**src/rtl/uart_pkg.sv**
```systemverilog
// Shared UART types and helpers: receiver state encoding and baud divisor arithmetic.
package uart_pkg;

   typedef enum logic [2:0] {
      IDLE,
      START,
      DATA,
      PARITY,
      STOP,
      BREAK
   } rx_state_t;

   localparam int UART_CLK_FREQ = 50_000_000;
   localparam int UART_BAUD     = 115200;

   // Clock cycles per oversample tick, rounded to nearest.
   function automatic int baud_div(int clk, int baud, int os);
      int den;
      den = baud * os;
      return (clk + den / 2) / den;
   endfunction

endpackage

```
**src/rtl/baud_gen.sv**
```systemverilog
// Free-running divisor counter; s_tick is high for one cycle every DIV cycles.
module baud_gen #(
   parameter int DIV = 27
) (
   input  logic ckht,
   input  logic rst,
   output logic s_tick
);

   localparam int CW = (DIV > 1) ? $clog2(DIV) : 1;
   localparam logic [CW-1:0] LAST = CW'(DIV - 1);

   logic [CW-1:0] cnt;

   always_ff @(posedge ckht) begin
      if (rst) begin
         cnt <= '0;
      end else if (cnt == LAST) begin
         cnt <= '0;
      end else begin
         cnt <= cnt + 1'b1;
      end
   end

   assign s_tick = (cnt == LAST);

endmodule

```
**src/rtl/uart_rx.sv**
```systemverilog
// Oversampling UART receiver, LSB first, 1 start / DATA_SIZE data / 1 stop bit.
// Define UART_RX_PARITY_EN to add an even-parity bit before the stop bit.
module uart_rx
   import uart_pkg::*;
#(
   parameter int DATA_SIZE  = 8,
   parameter int CLK_FREQ   = UART_CLK_FREQ,
   parameter int BAUD       = UART_BAUD,
   parameter int OVERSAMPLE = 16
) (
   input  logic                 ckht,
   input  logic                 rst,
   input  logic                 rx,
   input  logic                 fifo_full,
   output logic [DATA_SIZE-1:0] rx_dout,
   output logic                 rx_done_tick,
   output logic                 frame_err,
   output logic                 parity_err,
   output logic                 overrun
);

   localparam int DIV = baud_div(CLK_FREQ, BAUD, OVERSAMPLE);
   localparam int SW  = $clog2(OVERSAMPLE);
   localparam int NW  = (DATA_SIZE > 1) ? $clog2(DATA_SIZE) : 1;
   localparam logic [SW-1:0] S_MID  = SW'(OVERSAMPLE / 2 - 1);
   localparam logic [SW-1:0] S_LAST = SW'(OVERSAMPLE - 1);
   localparam logic [NW-1:0] N_LAST = NW'(DATA_SIZE - 1);

   logic                 s_tick;
   logic                 rx_p0, rx_s;
   rx_state_t            state, state_n;
   logic [SW-1:0]        s, s_n;
   logic [NW-1:0]        n, n_n;
   logic [DATA_SIZE-1:0] b, b_n;
   logic [DATA_SIZE-1:0] dout_r, dout_n;
   logic                 done_r, done_n;
   logic                 ferr_r, ferr_n;
   logic                 ovr_r, ovr_n;
`ifdef UART_RX_PARITY_EN
   logic                 pbad, pbad_n;
   logic                 perr_r, perr_n;
`endif

   baud_gen #(.DIV(DIV)) u_baud_gen (
      .ckht   (ckht),
      .rst    (rst),
      .s_tick (s_tick)
   );

   // Stage boundary: two-flop synchroniser, idles at the line's mark level
   always_ff @(posedge ckht) begin
      if (rst) begin
         rx_p0 <= 1'b1;
         rx_s  <= 1'b1;
      end else begin
         rx_p0 <= rx;
         rx_s  <= rx_p0;
      end
   end

   // Stage boundary: FSM state, counters, shift register and registered pulses
   always_ff @(posedge ckht) begin
      if (rst) begin
         state  <= IDLE;
         s      <= '0;
         n      <= '0;
         b      <= '0;
         dout_r <= '0;
         done_r <= 1'b0;
         ferr_r <= 1'b0;
         ovr_r  <= 1'b0;
`ifdef UART_RX_PARITY_EN
         pbad   <= 1'b0;
         perr_r <= 1'b0;
`endif
      end else begin
         state  <= state_n;
         s      <= s_n;
         n      <= n_n;
         b      <= b_n;
         dout_r <= dout_n;
         done_r <= done_n;
         ferr_r <= ferr_n;
         ovr_r  <= ovr_n;
`ifdef UART_RX_PARITY_EN
         pbad   <= pbad_n;
         perr_r <= perr_n;
`endif
      end
   end

   always_comb begin
      state_n = state;
      s_n     = s;
      n_n     = n;
      b_n     = b;
      dout_n  = dout_r;
      done_n  = 1'b0;
      ferr_n  = 1'b0;
`ifdef UART_RX_PARITY_EN
      pbad_n  = pbad;
      perr_n  = 1'b0;
`endif
      case (state)
         IDLE: begin
            if (!rx_s) begin
               state_n = START;
               s_n     = '0;
            end
         end
         START: begin
            if (s_tick) begin
               if (s == S_MID) begin
                  // A start bit that is high again at its centre was a glitch
                  if (!rx_s) begin
                     state_n = DATA;
                     s_n     = '0;
                     n_n     = '0;
                  end else begin
                     state_n = IDLE;
                  end
               end else begin
                  s_n = s + 1'b1;
               end
            end
         end
         DATA: begin
            if (s_tick) begin
               if (s == S_LAST) begin
                  b_n = {rx_s, b[DATA_SIZE-1:1]};
                  s_n = '0;
                  if (n == N_LAST) begin
`ifdef UART_RX_PARITY_EN
                     state_n = PARITY;
`else
                     state_n = STOP;
`endif
                  end else begin
                     n_n = n + 1'b1;
                  end
               end else begin
                  s_n = s + 1'b1;
               end
            end
         end
`ifdef UART_RX_PARITY_EN
         PARITY: begin
            if (s_tick) begin
               if (s == S_LAST) begin
                  pbad_n  = (rx_s != ^b);
                  state_n = STOP;
                  s_n     = '0;
               end else begin
                  s_n = s + 1'b1;
               end
            end
         end
`endif
         STOP: begin
            if (s_tick) begin
               if (s == S_LAST) begin
                  if (!rx_s) begin
                     ferr_n  = 1'b1;
                     state_n = BREAK;
                  end else begin
                     state_n = IDLE;
`ifdef UART_RX_PARITY_EN
                     if (pbad) begin
                        perr_n = 1'b1;
                     end else begin
                        done_n = 1'b1;
                        dout_n = b;
                     end
`else
                     done_n = 1'b1;
                     dout_n = b;
`endif
                  end
               end else begin
                  s_n = s + 1'b1;
               end
            end
         end
         BREAK: begin
            if (rx_s) begin
               state_n = IDLE;
            end
         end
         default: state_n = IDLE;
      endcase
      ovr_n = done_n & fifo_full;
   end

   always_comb begin
      rx_dout      = dout_r;
      rx_done_tick = done_r;
      frame_err    = ferr_r;
      overrun      = ovr_r;
`ifdef UART_RX_PARITY_EN
      parity_err   = perr_r;
`else
      parity_err   = 1'b0;
`endif
   end

endmodule

```
**config.mk**
```make
export PLATFORM = sky130hd
export DESIGN_NAME = uart_rx
export DESIGN_NICKNAME = d
export VERILOG_FILES = /design/src/rtl/uart_pkg.sv /design/src/rtl/baud_gen.sv /design/src/rtl/uart_rx.sv
export SDC_FILE = /design/constraint.sdc
export NUM_CORES = 1
export LEC_CHECK = 0
export BUFFER_PORTS_ARGS = -buffer_cell sky130_fd_sc_hd__buf_2
export CAP_MARGIN = 0
export CORE_AREA = 2 2 45 88
export DETAILED_ROUTE_END_ITERATION = 6
export DIE_AREA = 0 0 47 90
export GPL_TIMING_DRIVEN = 0
export PLACE_DENSITY_LB_ADDON = 0.12
export SKIP_LAST_GASP = 1
export SLEW_MARGIN = 20
export SYNTH_ARGS = -nofsm -noshare
export SYNTH_HDL_FRONTEND = slang
export SYNTH_SLANG_ARGS = --single-unit
```
**constraint.sdc**
```tcl
create_clock -name ckht -period 1.9 [get_ports ckht]
set_input_delay 0.285 -clock ckht [delete_from_list [all_inputs] [get_ports ckht]]
set_output_delay 0.285 -clock ckht [all_outputs]
set_load 0.01 [all_outputs]
```
# Yosys cells after proc, flatten, opt, wreduce, memory -nomap -nowiden
# Index checks and enable logic that the tools add are counted.
# op_classes
add_sub_neg	3
n_eq_ne	20
mux	32
n_bitwise	4
n_reduce_logical	10
# op_table
cell	n
3-bit 2-to-1 mux	16
4-bit 2-to-1 mux	7
2-bit inequality test (second input constant)	12
4-bit case mux with 4 select lines	1
3-bit case mux with 5 select lines	1
3-bit equality test (second input constant)	3
9-bit AND reduction	1
7-bit AND reduction	1
3-bit case mux with 2 select lines	1
5-bit by 1-bit adder with 5-bit output (second input constant)	1
5-bit equality test (second input constant)	1
1-bit 2-to-1 mux	5
5-bit AND reduction	1
4-bit by 1-bit adder with 4-bit output (second input constant)	1
4-bit by 3-bit equality test with 1-bit output (second input constant)	1
4-bit equality test (second input constant)	1
4-bit AND reduction	1
4-bit nonzero test	1
4-bit OR reduction	1
3-bit by 1-bit adder with 3-bit output (second input constant)	1
3-bit by 1-bit equality test with 1-bit output (second input constant)	1
3-bit by 2-bit equality test with 1-bit output (second input constant)	1
3-bit logical NOT	1
1-bit NOT	3
5 further kinds	5
# totals
regBits	36
input_bits	4
output_inout_bits	12
wordCells	80

# Longest topological paths before layout
# logic_depth
word_depth	5
mapped_depth	7
ltp_nobuf	6

# Cells and area by module
# Synthesis repeated with hierarchy kept, for this count alone.
# unflattened
hier_cells	185
area_unflattened_um2	1735.4
# by_module_without_submodules
module	n_inst	cells_each	area_per_inst_um2	seq_area_each_um2
uart_rx	1	163	1476.4	620.6
baud_gen	1	22	259.0	100.1

# Worst setup path after synthesis
# No wires, ideal clock.
# synth_path
kind	flip-flop to flip-flop
from	register u_baud_gen.cnt[0]
to	register state[0]
setup_ps	123
t_arrival_ps	1713
t_required_ps	1777
slack_ps	63
path_stages_with_launch	8
n_path_buf	1
synth_period_minus_slack_ps	1837
path_cell_list	dfxtp_1 inv_1 ha_1 and4b_1 buf_2 a32oi_1 a32o_1 mux2_1
# synth_between
elab_chain_len	3
elab_cells_between_ends	5
classes_between	4 x eq/ne; 1 x reduce/logical
# synth_lines
element	line_no	text
start, declared	baud_gen.sv:13	logic [CW-1:0] cnt;
start signal, assigned	baud_gen.sv:21	cnt <= cnt + 1'b1;
5-bit equality test *	baud_gen.sv:25	assign s_tick = (cnt == LAST);
2-bit inequality test (no source line)	-	
9-bit AND reduction (no source line) *	-	
end signal, assigned	uart_rx.sv:77	state <= state_n;
end, declared	uart_rx.sv:31	rx_state_t state, state_n;
# Every way passes the cells marked *; elsewhere a longest branch is shown, timed or not.
# A chain may end at the register's enable or synchronous reset.

# Worst setup path after layout
# layout_path
from	register n[0]
to	register state[0]
# layout_between
elab_chain_len	3
# layout_lines
element	line_no	text
start, declared	uart_rx.sv:33	logic [NW-1:0] n, n_n;
start signal, assigned	uart_rx.sv:79	n <= n_n;
3-bit equality test	uart_rx.sv:132	if (n == N_LAST) begin
2-bit inequality test (no source line)	-	
9-bit AND reduction (no source line)	-	
# Every way passes these cells.

==> reports/metrics.csv <==
metric,value,unit
clock sinks,36,
Die Ht,90,um
"commonest non-fill, non-tap cell in the layout",dfxtp_1,
Critical Path RT,2.08,ns
Core Area,3570,um^2
CP Max Fanout,3,
CTS tree,built,
Final Slew Violations,0,
Clk pwr share,0.395,
family with the most delay on the worst path,compound AO/OA/AOI/OAI gates,
Syn Inst Count,193,
Tot GR Track Use,0.227,
initial drt markers,34,
# port buffers,14,
R2R Setup Slk,0.04,ns
Yosys reg bits,36,
Chip Width,47,um
RSZ-0062 raised after global routing,true,
io pins,16,
antenna violations before repair,0,
die area,4230,um^2
Worst setup EP type,flop,
"Reg clk slew, reported paths",0.07,ns
Internal Pwr Total,0.00105,W
post-synthesis sequential area ratio,0.403,
distinct cell type count after synthesis,51,
switching pwr,0.000338,W
GRT overflow,0,
global-route wire length before repair,7080,um
CP startpoint kind,flop,
post-synthesis cell area,1790,um^2
Max Cap Viol,0,
setup_tns,0,ns
most frequent cells in the layout,"30 x dfxtp_1, 22 x nor2_1, 18 x buf_2, 18 x mux2i_1",
"EDFF count, synth",0,
"Hold Vio Cnt, Final",0,
TritonCTS Buffers,5,
Via Count,1572,
pin count of the biggest net entering global routing,13,
Slew @ Worst Pin,0.549,ns
Setup Viol. Count Final,0,
H-tree depth,2,
Max Buffers Root-to-Sink,2,
Synth Net Count,202,
synth warn,0,
vias in the first global route,1534,
Area Overhead vs Synth,22.3,%
Routed Antenna Nets,0,
fraction of registers with async set/reset,0,
Worst path slowest cell,dfxtp_1,
Initial Util,0.502,
Avg Synthesized Cell Area,9.28,um^2
Setup Skew,0.00314,ns
slew margin rel.,0.634,
Final period util,0.981,
Max stage delay on crit path,0.36,ns
Switching Share,0.243,
gpl congestion,0.914,
FMAX,0.536,GHz
Rows,31,
Bufs and invs on worst path,0,
Clock Tree Root,clkbuf_8,
sequential share of power,0.556,
crit path time final,1.86,ns
Crit path arrival time,2.05,ns
Setup CP Type,reg2reg,
Logic pwr share,0.049,
ys flop type,dfxtp_1,
Hold Crit Class,in2reg,
Pwr Density,635,nW/um^2
DR vias/cell,5.78,
CP Cell Sequence,ha_1 -> ha_1 -> and2_1 -> a32oi_4 -> a32o_2 -> mux2_1,
CP dominant cell by count,ha_1,
final wirelength,4570,um
final net count,231,
clock latency on the worst-skew pair,0.29,ns
DRC,0,
status,finished clean,
Leakage,0.877,nW
n_diodes,0,
Wirelength per Cell,16.8,um
DPL Wire Length,3090,um
VDD IR max,509,uV
first drt pass iteration count,4,
Hold WS,0.168,ns
fraction of layout cells with a size suffix above 1,0.278,
registers in the layout, summed over array words and instances (netlist names):
register / cells
b: 8
frame_err: 1
n: 3
overrun: 1
rx_done_tick: 1
rx_dout: 8
rx_p0: 1
rx_s: 1
s: 4
state: 3
u_baud_gen.cnt: 5
repair_timing:
item	in CTS	in global routing
hold buffers	0	0
buffers inserted	2	5
cloned	0	1
endpoints found under the setup margin	15	23
pin swaps	0	6
resized for setup	6	27
synthesized netlist by cell type (5+ instances only):
library cell / count / area [um^2]
dfxtp_1: 36 / 721
ha_1: 5 / 62.6
nor3_1: 7 / 35.0
o21ai_0: 6 / 30.0
mux2i_1: 18 / 180
nand2b_1: 5 / 31.3
inv_1: 5 / 18.8
clkbuf_1: 6 / 22.5
a21oi_1: 6 / 30.0
buf_2: 5 / 25.0
nor2_1: 22 / 82.6
nand2_1: 5 / 18.8
stage by stage:
step / cells / util / setup slack, ns / cell area [um^2] / power (W)
3_5_place_dp: 256 / 0.539 / -0.117 / 1920 / 0.000843
5_1_grt: 272 / 0.614 / -0.0365 / 2190 / 0.00144
6_report: 272 / 0.614 / 0.0355 / 2190 / 0.00139
3_3_place_gp: 256 / 0.539 / -0.102 / 1920 / 0.000840
2_1_floorplan: 193 / - / 0.0632 / 1790 / 0.000826
4_1_cts: 266 / 0.575 / 0.00258 / 2050 / 0.00139
path summary, 6_finish.rpt:
| path | depth (start not counted) | endpoint | from |
|---|---|---|---|
| setup reg to reg | 6 | state[0]$_SDFFE_PP0P_ | n[0]$_SDFFE_PP0P_ |
| hold reg to reg | 1 | rx_s$_SDFF_PP1_ | rx_p0$_SDFF_PP1_ |
| hold / removal | 2 | rx_p0$_SDFF_PP1_ | rx |
| setup / recovery | 6 | state[0]$_SDFFE_PP0P_ | n[0]$_SDFFE_PP0P_ |
cell families (layout without fill, tap and decap cells):
kind of cell / Yosys count / in the layout / synth area share
XOR/XNOR: 4 / 4 / 0.0196
flip-flops: 36 / 36 / 0.403
buffers and inverters: 18 / 48 / 0.0475
AND/OR/NAND/NOR: 73 / 73 / 0.242
adder cells (fa/ha/maj): 5 / 5 / 0.0349
multiplexers: 19 / 19 / 0.107
other: 1 / 1 / 0.00209
AO/OA/AOI/OAI: 37 / 37 / 0.145
power groups by stage:
stage	logic, W	registers (W)	clock network (W)
2_1_floorplan	0.0000404	0.000785	0
3_3_place_gp	0.0000539	0.000786	0
3_5_place_dp	0.0000564	0.000787	0
4_1_cts	0.0000573	0.000770	0.000563
5_1_grt	0.0000745	0.000773	0.000590
6_report	0.0000681	0.000772	0.000549
layer usage:
metal / global-route usage / part of all wire / vias to the layer above
met3: 0.0482 / 0.040 / 18
met4: 0.113 / 0.032 / 0
met1: 0.249 / 0.36 / 744
li1: - / - / 761
met2: 0.384 / 0.56 / 49
met5: 0 / 0 / -
area by class of cell:
cell class / instances / area [um^2]
Timing Repair Buffer: 22 / 150
Clock buffer: 6 / 72.6
Multi-Input combinational cell: 139 / 1070
Tap cell: 49 / 61.3
Buffer: 13 / 76.3
Sequential cell: 36 / 728
Inverter: 5 / 18.8
Fill cell: 327 / 1380
Clock inverter: 2 / 16.3
Note: power is estimated with default switching activity, not from simulation.
